<file path="config.mk">
export PLATFORM = sky130hd
export DESIGN_NAME = core_run_controller
export DESIGN_NICKNAME = d
export VERILOG_FILES = /design/src/rtl/core_run_controller.sv
export SDC_FILE = /design/constraint.sdc
export NUM_CORES = 1
export LEC_CHECK = 0
export ABC_AREA = 1
export BUFFER_PORTS_ARGS = -buffer_cell sky130_fd_sc_hd__buf_4
export CAP_MARGIN = 0
export CORE_AREA = 3 3 120 122
export DETAILED_ROUTE_END_ITERATION = 12
export DIE_AREA = 0 0 123 125
export PLACE_DENSITY = 0.72
export SYNTH_ARGS = -nofsm -noshare
export SYNTH_HDL_FRONTEND = slang
export SYNTH_SLANG_ARGS = --single-unit
</file>
<file path="constraint.sdc">
create_clock -name clk_i -period 3.3 [get_ports clk_i]
set_input_delay 0.66 -clock clk_i [delete_from_list [all_inputs] [get_ports clk_i]]
set_output_delay 0.66 -clock clk_i [all_outputs]
set_load 0.02 [all_outputs]
</file>
<file path="src/rtl/core_run_controller.sv">
// Purpose : sequences program load into imem, a bounded core run with result signature, then done.
// Latency : start -> LOAD next cycle; N words in >= N cycles; run_cycles RUN cycles; DONE the cycle after.
// Backpres: ld_ready_o high only in LOAD; ld_valid_i bubbles stall the load with no penalty.
//
// Ports:
//   clk_i, reset_i (async, active-low)
//   start_i, prog_len_i, run_cycles_i        : run request, sampled in IDLE/DONE
//   ld_valid_i, ld_ready_o, ld_data_i        : program load stream
//   imem_we_o, imem_addr_o, imem_wdata_o     : instruction-memory write port
//   core_reset_o, core_re_o, mon_result_i    : datapath control and monitored ALU result
//   signature_o, busy_o, done_o, error_o     : run status
module core_run_controller #(
  parameter int DATA_W = 32,
  parameter int ADDR_W = 8,
  parameter int DEPTH  = 256,
  parameter int CYC_W  = 16
) (
  input  logic              clk_i,
  input  logic              reset_i,
  input  logic              start_i,
  input  logic [ADDR_W:0]   prog_len_i,
  input  logic [CYC_W-1:0]  run_cycles_i,
  input  logic              ld_valid_i,
  output logic              ld_ready_o,
  input  logic [DATA_W-1:0] ld_data_i,
  output logic              imem_we_o,
  output logic [ADDR_W-1:0] imem_addr_o,
  output logic [DATA_W-1:0] imem_wdata_o,
  output logic              core_reset_o,
  output logic              core_re_o,
  input  logic [DATA_W-1:0] mon_result_i,
  output logic [DATA_W-1:0] signature_o,
  output logic              busy_o,
  output logic              done_o,
  output logic              error_o
);

  typedef enum logic [1:0] {S_IDLE, S_LOAD, S_RUN, S_DONE} state_e;

  // Word counter is one bit wider than the address so a full DEPTH = 2^ADDR_W
  // program is representable; the address simply wraps after the last word.
  localparam logic [ADDR_W:0] DEPTH_L = (ADDR_W+1)'(DEPTH);

  state_e              state_q, state_d;
  logic [ADDR_W:0]     count_q, count_d;
  logic [ADDR_W:0]     len_q, len_d;
  logic [CYC_W-1:0]    cyc_q, cyc_d;
  logic [CYC_W-1:0]    runc_q, runc_d;
  logic [DATA_W-1:0]   sig_q, sig_d;
  logic                err_q, err_d;

  always_ff @(posedge clk_i or negedge reset_i) begin
    if (!reset_i) begin
      state_q <= S_IDLE;
      count_q <= '0;
      len_q   <= '0;
      cyc_q   <= '0;
      runc_q  <= '0;
      sig_q   <= '0;
      err_q   <= 1'b0;
    end else begin
      state_q <= state_d;
      count_q <= count_d;
      len_q   <= len_d;
      cyc_q   <= cyc_d;
      runc_q  <= runc_d;
      sig_q   <= sig_d;
      err_q   <= err_d;
    end
  end

  always_comb begin
    state_d      = state_q;
    count_d      = count_q;
    len_d        = len_q;
    cyc_d        = cyc_q;
    runc_d       = runc_q;
    sig_d        = sig_q;
    err_d        = err_q;
    ld_ready_o   = 1'b0;
    imem_we_o    = 1'b0;
    imem_addr_o  = '0;
    imem_wdata_o = '0;
    core_reset_o = 1'b1;
    core_re_o    = 1'b0;
    busy_o       = 1'b0;
    done_o       = 1'b0;

    case (state_q)
      S_IDLE, S_DONE: begin
        done_o = (state_q == S_DONE);
        if (start_i) begin
          // Parameters are latched here so changes while busy have no effect.
          count_d = '0;
          sig_d   = '0;
          len_d   = prog_len_i;
          runc_d  = run_cycles_i;
          if (prog_len_i != '0 && prog_len_i <= DEPTH_L) begin
            state_d = S_LOAD;
            err_d   = 1'b0;
          end else begin
            state_d = S_DONE;
            err_d   = 1'b1;
          end
        end
      end

      S_LOAD: begin
        ld_ready_o = 1'b1;
        busy_o     = 1'b1;
        if (ld_valid_i) begin
          imem_we_o    = 1'b1;
          imem_addr_o  = count_q[ADDR_W-1:0];
          imem_wdata_o = ld_data_i;
          count_d      = count_q + 1'b1;
          if (count_q + 1'b1 == len_q) begin
            cyc_d   = '0;
            state_d = (runc_q != '0) ? S_RUN : S_DONE;
          end
        end
      end

      S_RUN: begin
        core_reset_o = 1'b0;
        core_re_o    = 1'b1;
        busy_o       = 1'b1;
        // Rotate-left by one then fold in this cycle's ALU result.
        sig_d = {sig_q[DATA_W-2:0], sig_q[DATA_W-1]} ^ mon_result_i;
        cyc_d = cyc_q + 1'b1;
        if (cyc_q == runc_q - 1'b1) begin
          state_d = S_DONE;
        end
      end

      default: state_d = S_IDLE;
    endcase
  end

  assign signature_o = sig_q;
  assign error_o     = err_q;

endmodule

</file>
# After elaboration in Yosys (flattened, before gate mapping)
# Cells that the tools add are included.
[classes]
n_addsub = 3
multipliers = 0
div = 0
n_lt_le_gt_ge = 1
eq_ne = 9
shifts = 0
muxes = 27
bitwise_logic = 1
reduce_logical = 14
[ops]
columns = ["cell", "count"]
rows = [
  ["32-bit two-way mux", 3],
  ["32-bit case mux with 2 select lines", 1],
  ["16-bit two-way mux", 2],
  ["16-bit case mux with 2 select lines", 1],
  ["32-bit bitwise XOR", 1],
  ["9-bit two-way mux", 2],
  ["9-bit case mux with 2 select lines", 1],
  ["16-bit by 1-bit adder with 16-bit output, second input constant", 1],
  ["16-bit == test", 1],
  ["8-bit two-way mux", 2],
  ["16-bit nonzero test", 1],
  ["16-bit by 1-bit subtractor with 16-bit output, second input constant", 1],
  ["2-bit two-way mux", 5],
  ["9-bit by 1-bit adder with 9-bit output, second input constant", 1],
  ["9-bit == test", 1],
  ["9-bit less-or-equal comparator, second input constant", 1],
  ["1-bit two-way mux", 9],
  ["9-bit nonzero test", 1],
  ["2-bit inequality test, second input constant", 4],
  ["2-bit case mux with 3 select lines", 1],
  ["3-bit AND reduction", 2],
  ["2-bit nonzero test", 3],
  ["2-bit == test, second input constant", 2],
  ["2-bit AND reduction", 2],
  ["other kinds (5)", 6],
]
[totals]
regBits = 85
latchBits = 0
ramBits = 0
mem_bits_ro = 0
in_bits = 93
out_inout_bits = 79
word_cells = 62
memories = 0

# Logic depth before layout (Yosys ltp)
# Gate-level depths: netlist (run 1).
[logic_depth]
depth_word = 5
mapped_depth = 16
depth_no_buf = 15

# Least setup slack after synthesis (run 1)
# No wires, ideal clock.
[synth_timing]
kind = "reg-to-output"
from = "reg state_q[1]"
to = "out imem_addr_o[0]"
arrival_time_ns = 1.405
required_ns = 2.640
setup_slack_ns = 1.235
stages_incl_launch_ff = 6
n_path_buf = 1
cell_sequence = "dfrtp_1 > inv_1 > ha_1 > nand2_1 > clkbuf_1 > nor2_1"
[synth_between]
elab_chain_len = 2
[synth_lines]
columns = ["item", "line_no", "rtl"]
rows = [
  ["start, declared", "44", "state_e state_q, state_d;"],
  ["start signal, assigned", "62", "state_q <= state_d;"],
  ["2-bit by 1-bit == test with 1-bit output", "89", "case (state_q)"],
  ["8-bit two-way mux", "89", ""],
  ["end, declared", "27", "output logic [ADDR_W-1:0] imem_addr_o,"],
]
# Every way passes these cells.

# Worst setup path in the final report (run 1)
[layout_timing]
from = "reg state_q[1]"
to = "out imem_we_o"
[layout_between]
elab_chain_len = 2
[layout_lines]
columns = ["item", "line_no", "rtl"]
rows = [
  ["2-bit by 1-bit == test with 1-bit output", "89", ""],
  ["1-bit two-way mux", "89", ""],
  ["end, declared", "26", "output logic imem_we_o,"],
]
# Every way passes these cells.

==> out/metrics.csv, run 1 <==
stage,metric,value,unit
run_status,result_of_the_run,finished clean,
floorplanning,core_region_area,0.0133,mm²
routing,routed-via-count,5116,
clock_tree,clock_latency,0.34,ns
routing,firstDrtPassIters,6,
timing,timing_worst_slew_pin_value,0.939,ns
timing,unrepaired_setup_endpoints_after_global_routing,false,
timing,skew,0.00969,ns
placed_design,half_perimeter_wire_length_after_placement,10.9,mm
clock_tree,htree_levels,3,
finish,post-route-util,0.521,
power_and_ir_drop,power.density_cell_area,788,mW/mm²
grt,busiest_layer,met2,
worst_setup_path,arrival,1.82,ns
clock_tree,cts_tree,built,
worst_setup_path,worst-setup-path-type,reg2out,
hold_path,worst_min_path_class,in2async,
finish,post_route_cells_drive_above_1_share,0.244,
finish,antennaDiodeCount,0,
routing,drc,0,
worst_setup_path,rrSetupSlack,1.03,ns
clock_tree,cts.sinks,85,
grt,grt_util_all_layers,0.183,
floorplanning,die-height,125,µm
synth,syn_inst,709,
timing,final-max-slew-violation-count,0,
placed_design,dp.cells,1041,
grt,grtUsageMet3,0.0411,
worst_setup_path,required,2.64,ns
synth,post_synth.cell_area_avg,7.32,µm²
synth,postSynthRegisterBits,85,
timing,final_min_period_over_clock_period,0.752,
grt,met2_usage,0.306,
grt,globalRouteMet1Util,0.229,
floorplanning,row_count,42,
finish,layout.cells.non_filler,1056,
grt,grt_max_degree,44,
routing,route.detailed.wl_per_inst,13.5,µm
floorplanning,floorplan.die_area,0.0154,mm²
placed_design,placement.cell_area,0.00665,mm²
finish,summed_area_of_non_filler_cells_in_the_final_layout,0.00692,mm²
grt,grt_pass1_vias,4799,
finish,nNetsFinal,975,
worst_setup_path,cp_max_fo,42,
worst_setup_path,worst_setup_path_start_kind,flip-flop,
synth,part_of_the_yosys_area_used_for_sequential_elements,0.410,
floorplanning,initial_core_util,0.390,
clock_tree,post-cts-setup-buffers,0,
timing,clock.fmax,403,MHz
routing,detail_route.vias_per_cell,4.84,
grt,grt_first_pass_wirelength,22.7,mm
routing,wirelength,14.2,mm
timing,totalNegativeSetupSlack,0,ns
clock_tree,cts_max_path_buffers,2,
synth,post_synthesis_instance_area,0.00519,mm²
synth,yosysTopAreaCellShare,0.410,
grt,antenna_found_initial,0,
clock_tree,hold_buffers,0,
clock_tree,post_cts_resize_count,0,
worst_setup_path,critPathCaptureType,output pin,
grt,grt_remaining_overflow,0,
clock_tree,tritoncts.num_buffers,9,
worst_setup_path,r2r_cells,6,
worst_setup_path,critical_path.reg2reg.startpoint,state_q[0],
timing,setup_viol,0,
worst_setup_path,r2r_end,runc_q[0],
floorplanning,ioPinCount,172,
power_and_ir_drop,static-leakage-power,3.48,nW
timing,final.min_clock_period,2.48,ns
clock_tree,root_buffer,sky130_fd_sc_hd__clkbuf_16,
job,drv_cap,0,
power_and_ir_drop,vdd_ir_drop_max,451,µV
synth,synth_area_leader_cell,sky130_fd_sc_hd__dfrtp_1,
synth,yosysUniqueCellTypes,33,
clock_tree,clk_transition_reported_paths,0.07,ns
routing,ant_nets,0,
synth,post_synth_main_area_contributors,"sky130_fd_sc_hd__dfrtp_1 (41%), sky130_fd_sc_hd__nand2_1 (11%), sky130_fd_sc_hd__o21ai_0 (9.5%)",
timing,timing.final.hold_violations,0,
synth,yosys_warnings,0,
timing,timing.slew.headroom,0.372,
synth,synth_nets,808,
routing,detailedRoute.firstIterationViolations,254,
finish,syn_to_final_growth,33.3,%
placed_design,gpl.final_weighted_congestion,0.892,
floorplanning,die_span_x,123,µm
placed_design,place.port_buffers,171,
metrics by stage:
stage	setup slack [ns]	power (mW)	hold WS, ns
floorplan	1.24	3.57	0.364
global placement	1.04	4.50	0.473
detailed placement	1.03	4.55	0.485
CTS	0.784	5.50	0.346
global route	0.694	5.91	0.375
finish	0.819	5.46	0.319
kinds of logic (layout without fill, tap and decap cells):
group	after synthesis	after routing	synth area share
AO/OA/AOI/OAI	118	118	0.120
buffers and inverters	125	296	0.0950
flip-flops	85	85	0.410
adder cells (fa/ha/maj)	6	6	0.0145
AND/OR/NAND/NOR	317	317	0.259
XOR/XNOR	58	58	0.102
flip-flops by register name (all words and copies together), names as in the netlist:
signal and count:
len_q 9, count_q 9, state_q 2, runc_q 16, error_o 1, cyc_q 16
signature_o 32
worst max path at each step:
stage	from	to	slack [ns]	depth (start not counted)
finish	state_q[1]	imem_we_o	0.82	6
global route	state_q[1]	imem_we_o	0.69	6
CTS	state_q[0]	imem_we_o	0.78	5
detailed placement	state_q[0]	runc_q[0]	1.03	6
global placement	state_q[0]	runc_q[0]	1.04	6
floorplan	state_q[1]	imem_addr_o[0]	1.24	5
layer usage:
layer,vias up,routed length (µm)
li1,2567,-
met3,17,1370
met5,-,0
met1,2339,6060
met2,193,6570
met4,0,234
cell usage in the layout (no fill, tap or decap), drive strengths merged, types with 2 or more instances in the layout:
cell type,n
xnor2,42
clkbuf,10
nand3,48
o21ai,107
o22ai,6
ha,6
buf,177
xor2,15
nor3,6
inv,103
nand2,157
nand4,10
nor2,92
clkinvlp,2
a21oi,3
dfrtp,85
clkinv,4
report_power, final:
group          switching, mW  leakage [nW]  internal, mW
Clock                  0.433         0.125         0.509
Combinational           1.74          2.25          1.04
Sequential             0.346          1.11          1.39
Total                   2.52          3.48          2.94
synthesized netlist by cell type:
| library cell | count |
|---|---|
| sky130_fd_sc_hd__nand2_2 | 6 |
| sky130_fd_sc_hd__o22ai_1 | 6 |
| sky130_fd_sc_hd__nor3_1 | 5 |
| sky130_fd_sc_hd__xnor3_1 | 1 |
| sky130_fd_sc_hd__nor2_2 | 3 |
| sky130_fd_sc_hd__a21oi_1 | 3 |
| sky130_fd_sc_hd__clkinv_1 | 2 |
| sky130_fd_sc_hd__nand2_1 | 150 |
| sky130_fd_sc_hd__buf_6 | 3 |
| sky130_fd_sc_hd__dfrtp_1 | 85 |
| sky130_fd_sc_hd__o21ai_2 | 4 |
| sky130_fd_sc_hd__xor2_1 | 14 |
| sky130_fd_sc_hd__o21ai_0 | 98 |
| sky130_fd_sc_hd__or3_1 | 1 |
| sky130_fd_sc_hd__nor3_2 | 1 |
| sky130_fd_sc_hd__xnor2_1 | 42 |
| sky130_fd_sc_hd__nand3_1 | 48 |
| sky130_fd_sc_hd__o21ai_1 | 5 |
| sky130_fd_sc_hd__ha_1 | 6 |
| sky130_fd_sc_hd__nor4_1 | 1 |
| sky130_fd_sc_hd__inv_2 | 3 |
| sky130_fd_sc_hd__or2_2 | 1 |
| sky130_fd_sc_hd__nand2_4 | 1 |
| sky130_fd_sc_hd__nand4_1 | 10 |
| sky130_fd_sc_hd__nor2_8 | 1 |
| sky130_fd_sc_hd__inv_1 | 99 |
| sky130_fd_sc_hd__nor2_1 | 88 |
| sky130_fd_sc_hd__nand3b_1 | 1 |
| sky130_fd_sc_hd__clkbuf_1 | 17 |
| sky130_fd_sc_hd__a31o_2 | 1 |
| sky130_fd_sc_hd__o41ai_1 | 1 |
| sky130_fd_sc_hd__xor2_2 | 1 |
| sky130_fd_sc_hd__buf_2 | 1 |
worst max-delay path: stages, from the launching register on:
cell and delay [ns]:
sky130_fd_sc_hd__dfrtp_1 0.40, sky130_fd_sc_hd__inv_1 0.06, sky130_fd_sc_hd__ha_1 0.24, sky130_fd_sc_hd__nand2_1 0.08
sky130_fd_sc_hd__buf_4 0.35, sky130_fd_sc_hd__inv_1 0.15, sky130_fd_sc_hd__buf_4 0.19
layout make-up:
| type | instances | area (µm²) |
|---|---|---|
| inverters | 104 | 390 |
| repair buffers | 177 | 1340 |
| clock buffers | 10 | 229 |
| clock inverters | 5 | 37.5 |
| flip-flops and latches | 85 | 2130 |
| multi-input cells | 499 | 2570 |
| fillers | 1323 | 6370 |
| well taps | 176 | 220 |
(Power assumes the default switching activity.)
==> run 2: changes to the inputs <==
--- a/config.mk
+++ b/config.mk
@@ -11,7 +11,7 @@
 export CORE_AREA = 3 3 120 122
 export DETAILED_ROUTE_END_ITERATION = 12
 export DIE_AREA = 0 0 123 125
-export PLACE_DENSITY = 0.72
+export PLACE_DENSITY = 0.75
 export SYNTH_ARGS = -nofsm -noshare
 export SYNTH_HDL_FRONTEND = slang
 export SYNTH_SLANG_ARGS = --single-unit
==> constraint.sdc (replaced) <==
create_clock -name clk_i -period 2.1 [get_ports clk_i]
set_input_delay 0.42 -clock clk_i [delete_from_list [all_inputs] [get_ports clk_i]]
set_output_delay 0.42 -clock clk_i [all_outputs]
set_load 0.02 [all_outputs]
==> out/metrics.csv, run 2 (synthesized netlist as in run 1, its figures left out) <==
stage,metric,value,unit
finish,syn_to_final_growth,37.9,%
placed_design,half_perimeter_wire_length_after_placement,11.0,mm
power_and_ir_drop,overall_power_consumption,9.08,mW
power_and_ir_drop,static-leakage-power,3.58,nW
clock_tree,cts_tree,built,
finish,nNetsFinal,991,
routing,detailedRoute.firstIterationViolations,302,
routing,firstDrtPassIters,5,
routing,ant_nets,0,
timing,unrepaired_setup_endpoints_after_global_routing,true,
finish,post_route_cells_drive_above_1_share,0.279,
clock_tree,tritoncts.num_buffers,9,
timing,final.min_clock_period,2.01,ns
routing,routed-via-count,5226,
clock_tree,clock_latency,0.34,ns
floorplanning,floorplan.die_area,0.0154,mm²
grt,grt_remaining_overflow,0,
clock_tree,root_buffer,sky130_fd_sc_hd__clkbuf_16,
placed_design,place.port_buffers,171,
grt,grt_max_degree,43,
timing,fin_hold_ws,0.0393,ns
finish,summed_area_of_non_filler_cells_in_the_final_layout,0.00716,mm²
placed_design,pre_cts_slack,0.0835,ns
routing,wirelength,14.7,mm
clock_tree,cts_max_path_buffers,2,
floorplanning,die_span_x,123,µm
routing,drc,0,
worst_setup_path,required,1.68,ns
grt,grt_first_pass_wirelength,23.5,mm
floorplanning,core_region_area,0.0133,mm²
worst_setup_path,cp_max_fo,42,
job,drv_cap,0,
timing,final_min_period_over_clock_period,0.959,
worst_setup_path,arrival,1.59,ns
hold_path,worst_min_path_class,in2async,
worst_setup_path,worst-setup-path-type,reg2out,
worst_setup_path,critPathCaptureType,output pin,
timing,totalNegativeSetupSlack,0,ns
grt,antenna_found_initial,0,
floorplanning,die-height,125,µm
clock_tree,htree_levels,3,
floorplanning,initial_core_util,0.390,
placed_design,gpl.final_weighted_congestion,0.961,
power_and_ir_drop,power.density_cell_area,1270,mW/mm²
clock_tree,cts.sinks,85,
floorplanning,ioPinCount,172,
timing,clock.fmax,497,MHz
timing,timing.slew.headroom,0.678,
worst_setup_path,worst_setup_path_start_kind,flip-flop,
clock_tree,clk_transition_reported_paths,0.06,ns
routing,route.detailed.wl_per_inst,13.7,µm
run_status,result_of_the_run,finished clean,
grt,grt_util_all_layers,0.188,
routing,detail_route.vias_per_cell,4.88,
finish,antennaDiodeCount,0,
timing,timing_worst_slew_pin_value,0.483,ns
timing,fin_ws,0.0870,ns
timing,setup_viol,0,
floorplanning,row_count,42,
finish,mostFrequentLayoutCell,sky130_fd_sc_hd__buf_4,
finish,mostFrequentLayoutCells,"sky130_fd_sc_hd__buf_4 (190), sky130_fd_sc_hd__nand2_1 (148), sky130_fd_sc_hd__inv_1 (99), sky130_fd_sc_hd__o21ai_0 (97), sky130_fd_sc_hd__dfrtp_1 (84)",
timing,skew,0.00648,ns
finish,largest_reg_flops,32,
grt,grt_pass1_vias,4821,
timing,final-max-slew-violation-count,0,
placed_design,placement.cell_area,0.00675,mm²
power_and_ir_drop,vdd_ir_drop_max,581,µV
timing,timing.final.hold_violations,0,
==> run 2: path summary, 6_finish.rpt <==
| kind | cells past startpoint | slack (ns) | to | from |
|---|---|---|---|---|
| setup / recovery | 5 | 0.09 | imem_we_o | state_q[0] |
| hold / removal | 1 | 0.04 | runc_q[14] | reset_i |
| setup reg to reg | 13 | 0.11 | state_q[1] | runc_q[0] |
| hold reg to reg | 2 | 0.50 | error_o | error_o |
| max in group asynchronous | 2 | 1.44 | signature_o[3] | reset_i |
| min in group clk_i | 3 | 0.28 | runc_q[4] | run_cycles_i[4] |
==> run 2: cell type report <==
class	instances	area, µm²
timing repair buffer	193	1490
sequential	85	2130
clock inverter	5	61.3
tap	176	220
clock buffer	10	229
multi-input combinational	499	2640
inverter	104	390
fill	1268	6140
==> run 2: per-layer routing <==
layer,vias to the layer above,track usage,wire [µm]
met2,201,0.318,7060
met5,-,0,0
met3,13,0.0479,1280
met4,0,0.0352,184
li1,2608,-,-
met1,2404,0.244,6200
==> run 2: stage by stage <==
| stage | utilization | std cells |
|---|---|---|
| 6_report | 0.538 | 1072 |
| 5_1_grt | 0.538 | 1072 |
| 4_1_cts | 0.530 | 1066 |
| 3_5_place_dp | 0.508 | 1051 |
| 3_3_place_gp | 0.508 | 1051 |
| 2_1_floorplan | - | 709 |
==> run 2: power by group <==
part           internal [mW]  switching (mW)
combinational           1.89            2.86
sequential              2.18           0.563
clock                  0.920           0.665
==> run 2: critical path, stage by stage, from the launching register on <==
cell and delay (ns):
sky130_fd_sc_hd__dfrtp_1 0.43, sky130_fd_sc_hd__ha_2 0.24, sky130_fd_sc_hd__nand2_1 0.11, sky130_fd_sc_hd__buf_12 0.22, sky130_fd_sc_hd__inv_1 0.10, sky130_fd_sc_hd__buf_4 0.17
==> run 2: repair_timing <==
action	in CTS	in global routing
hold buffers	0	0
gates resized for setup	3	18
buffers inserted	0	6
gates cloned	0	0
endpoints found under the setup margin	3	34
pin swaps	0	3
==> run 3: changes to the inputs <==
--- a/config.mk
+++ b/config.mk
@@ -12,6 +12,8 @@
 export DETAILED_ROUTE_END_ITERATION = 12
 export DIE_AREA = 0 0 123 125
 export PLACE_DENSITY = 0.75
+export REMOVE_ABC_BUFFERS = 1
+export SKIP_LAST_GASP = 1
 export SYNTH_ARGS = -nofsm -noshare
 export SYNTH_HDL_FRONTEND = slang
 export SYNTH_SLANG_ARGS = --single-unit
==> out/metrics.csv, run 3 (synthesized netlist as in run 1, its figures left out) <==
stage,metric,value,unit
clock_tree,clk_transition_reported_paths,0.07,ns
power_and_ir_drop,power.switching,4.06,mW
finish,nNetsFinal,994,
clock_tree,hold_buffers,0,
timing,final_min_period_over_clock_period,0.951,
worst_setup_path,cp_cell_sequence,ha_2 > nand2_1 > buf_12 > nor2_2 > buf_4,
worst_setup_path,rrSetupSlack,0.12,ns
finish,fillCellCount,1274,
floorplanning,die_span_x,123,µm
finish,antennaDiodeCount,0,
worst_setup_path,arrival,1.58,ns
timing,skew,0.00843,ns
power_and_ir_drop,combPwrFrac,0.528,
worst_setup_path,worst-setup-path-type,reg2out,
worst_setup_path,critPathCaptureType,output pin,
clock_tree,cts_tree,built,
placed_design,pre_cts_slack,0.0652,ns
worst_setup_path,critical_path.n_buffers_inverters,2,
routing,firstDrtPassIters,4,
worst_setup_path,r2r_cells,12,
timing,timing_worst_slew_pin_value,0.489,ns
routing,wirelength,14.8,mm
power_and_ir_drop,vdd_ir_drop_max,605,µV
finish,largest_reg_flops,32,
power_and_ir_drop,cellInternalPower,4.91,mW
finish,mostFrequentLayoutCell,sky130_fd_sc_hd__buf_4,
grt,grt_max_degree,37,
job,drv_cap,0,
clock_tree,cts_max_path_buffers,2,
placed_design,half_perimeter_wire_length_after_placement,11.1,mm
power_and_ir_drop,power.switching_fraction,0.453,
floorplanning,ioPinCount,172,
power_and_ir_drop,overall_power_consumption,8.97,mW
worst_setup_path,crit_start,state_q[0],
worst_setup_path,r2r_end,state_q[0],
finish,mostFrequentLayoutCells,"sky130_fd_sc_hd__buf_4 (193), sky130_fd_sc_hd__nand2_1 (150), sky130_fd_sc_hd__inv_1 (99), sky130_fd_sc_hd__o21ai_0 (96), sky130_fd_sc_hd__dfrtp_1 (85)",
clock_tree,htree_levels,3,
worst_setup_path,cp_max_fo,35,
floorplanning,initial_core_util,0.390,
timing,setup_viol,0,
worst_setup_path,required,1.68,ns
placed_design,place.port_buffers,171,
worst_setup_path,worst_setup_path_endpoint,imem_wdata_o[21],
placed_design,gpl.final_weighted_congestion,0.860,
power_and_ir_drop,power.density_cell_area,1250,mW/mm²
hold_path,worst_min_path_class,in2async,
worst_setup_path,worst_setup_path_start_kind,flip-flop,
clock_tree,tritoncts.num_buffers,9,
finish,syn_to_final_growth,37.8,%
routing,detailedRoute.firstIterationViolations,278,
timing,clock.fmax,501,MHz
routing,drc,0,
routing,routed-via-count,5244,
worst_setup_path,path_delay_family,flip-flops,
finish,post_route_cells_drive_above_1_share,0.272,
clock_tree,clock_latency,0.35,ns
routing,detail_route.vias_per_cell,4.87,
timing,timing.final.hold_violations,0,
timing,fin_ws,0.102,ns
worst_setup_path,timing.critical_path.slowest_stage_cell,sky130_fd_sc_hd__dfrtp_1,
timing,unrepaired_setup_endpoints_after_global_routing,true,
floorplanning,die-height,125,µm
grt,grt_remaining_overflow,0,
floorplanning,floorplan.die_area,0.0154,mm²
run_status,result_of_the_run,finished clean,
floorplanning,row_count,42,
timing,final.min_clock_period,2.00,ns
worst_setup_path,cp_slowest_stage_delay,0.41,ns
power_and_ir_drop,sequentialPowerShare,0.303,
grt,grt_util_all_layers,0.187,
grt,grt_first_pass_wirelength,23.3,mm
clock_tree,root_buffer,sky130_fd_sc_hd__clkbuf_16,
routing,ant_nets,0,
floorplanning,core_region_area,0.0133,mm²
power_and_ir_drop,power_frac_clock,0.169,
routing,route.detailed.wl_per_inst,13.7,µm
worst_setup_path,critical_path.reg2reg.startpoint,runc_q[0],
worst_setup_path,worstSetupPathDepth,5,
timing,timing.slew.headroom,0.674,
power_and_ir_drop,static-leakage-power,3.60,nW
clock_tree,cts.sinks,85,
grt,grt_pass1_vias,4903,
timing,final-max-slew-violation-count,0,
grt,antenna_found_initial,0,
[run 3: how the worst min path moves through the flow]
| stage | from | end | slack (ns) | depth (start not counted) |
|---|---|---|---|---|
| finish | reset_i | cyc_q[11] | 0.03 | 1 |
| global route | reset_i | cyc_q[11] | 0.06 | 1 |
| CTS | reset_i | cyc_q[11] | 0.05 | 1 |
| global placement | reset_i | cyc_q[9] | 0.42 | 1 |
| floorplan | reset_i | count_q[0] | 0.12 | 0 |
| detailed placement | reset_i | cyc_q[9] | 0.42 | 1 |
[run 3: repair_timing]
action	4_1_cts	5_1_grt
buffers inserted	0	7
setup endpoints to repair	4	56
gates resized for setup	4	18
cloned	0	0
hold endpoints to repair	0	0
pin swaps	0	5
[run 3: power by group through the flow]
stage               logic [mW]  clock network (mW)  registers (mW)
CTS                       4.58                1.55            2.72
finish                    4.73                1.52            2.72
global route              5.27                1.60            2.80
global placement          4.47                   0            2.72
floorplan                 2.57                   0            2.86
detailed placement        4.55                   0            2.73
[run 3: per-layer routing]
layer,wire length [µm],global-route usage
met1,6100,0.238
met2,6940,0.309
met3,1410,0.0411
met4,313,0.0749
met5,0,0
[run 3: per-stage QoR]
step                      hold WS, ns  utilization  TNS [ns]  area, µm²  std cells
final                          0.0349        0.538         0       7150       1076
after global routing           0.0638        0.538   -0.0783       7150       1076
after CTS                      0.0465        0.530         0       7050       1069
after detailed placement        0.420        0.508         0       6760       1053
after global placement          0.415        0.508         0       6760       1053
after floorplan                 0.124            -    -24.75       5090        688
[run 3: cell type report]
type,count,area (µm²),area share
Tap cell,176,220,0.0308
Timing Repair Buffer,196,1500,0.210
Inverter,104,395,0.0553
Multi-Input combinational cell,499,2630,0.367
Clock inverter,4,32.5,0.00455
Clock buffer,12,246,0.0345
Sequential cell,85,2130,0.297
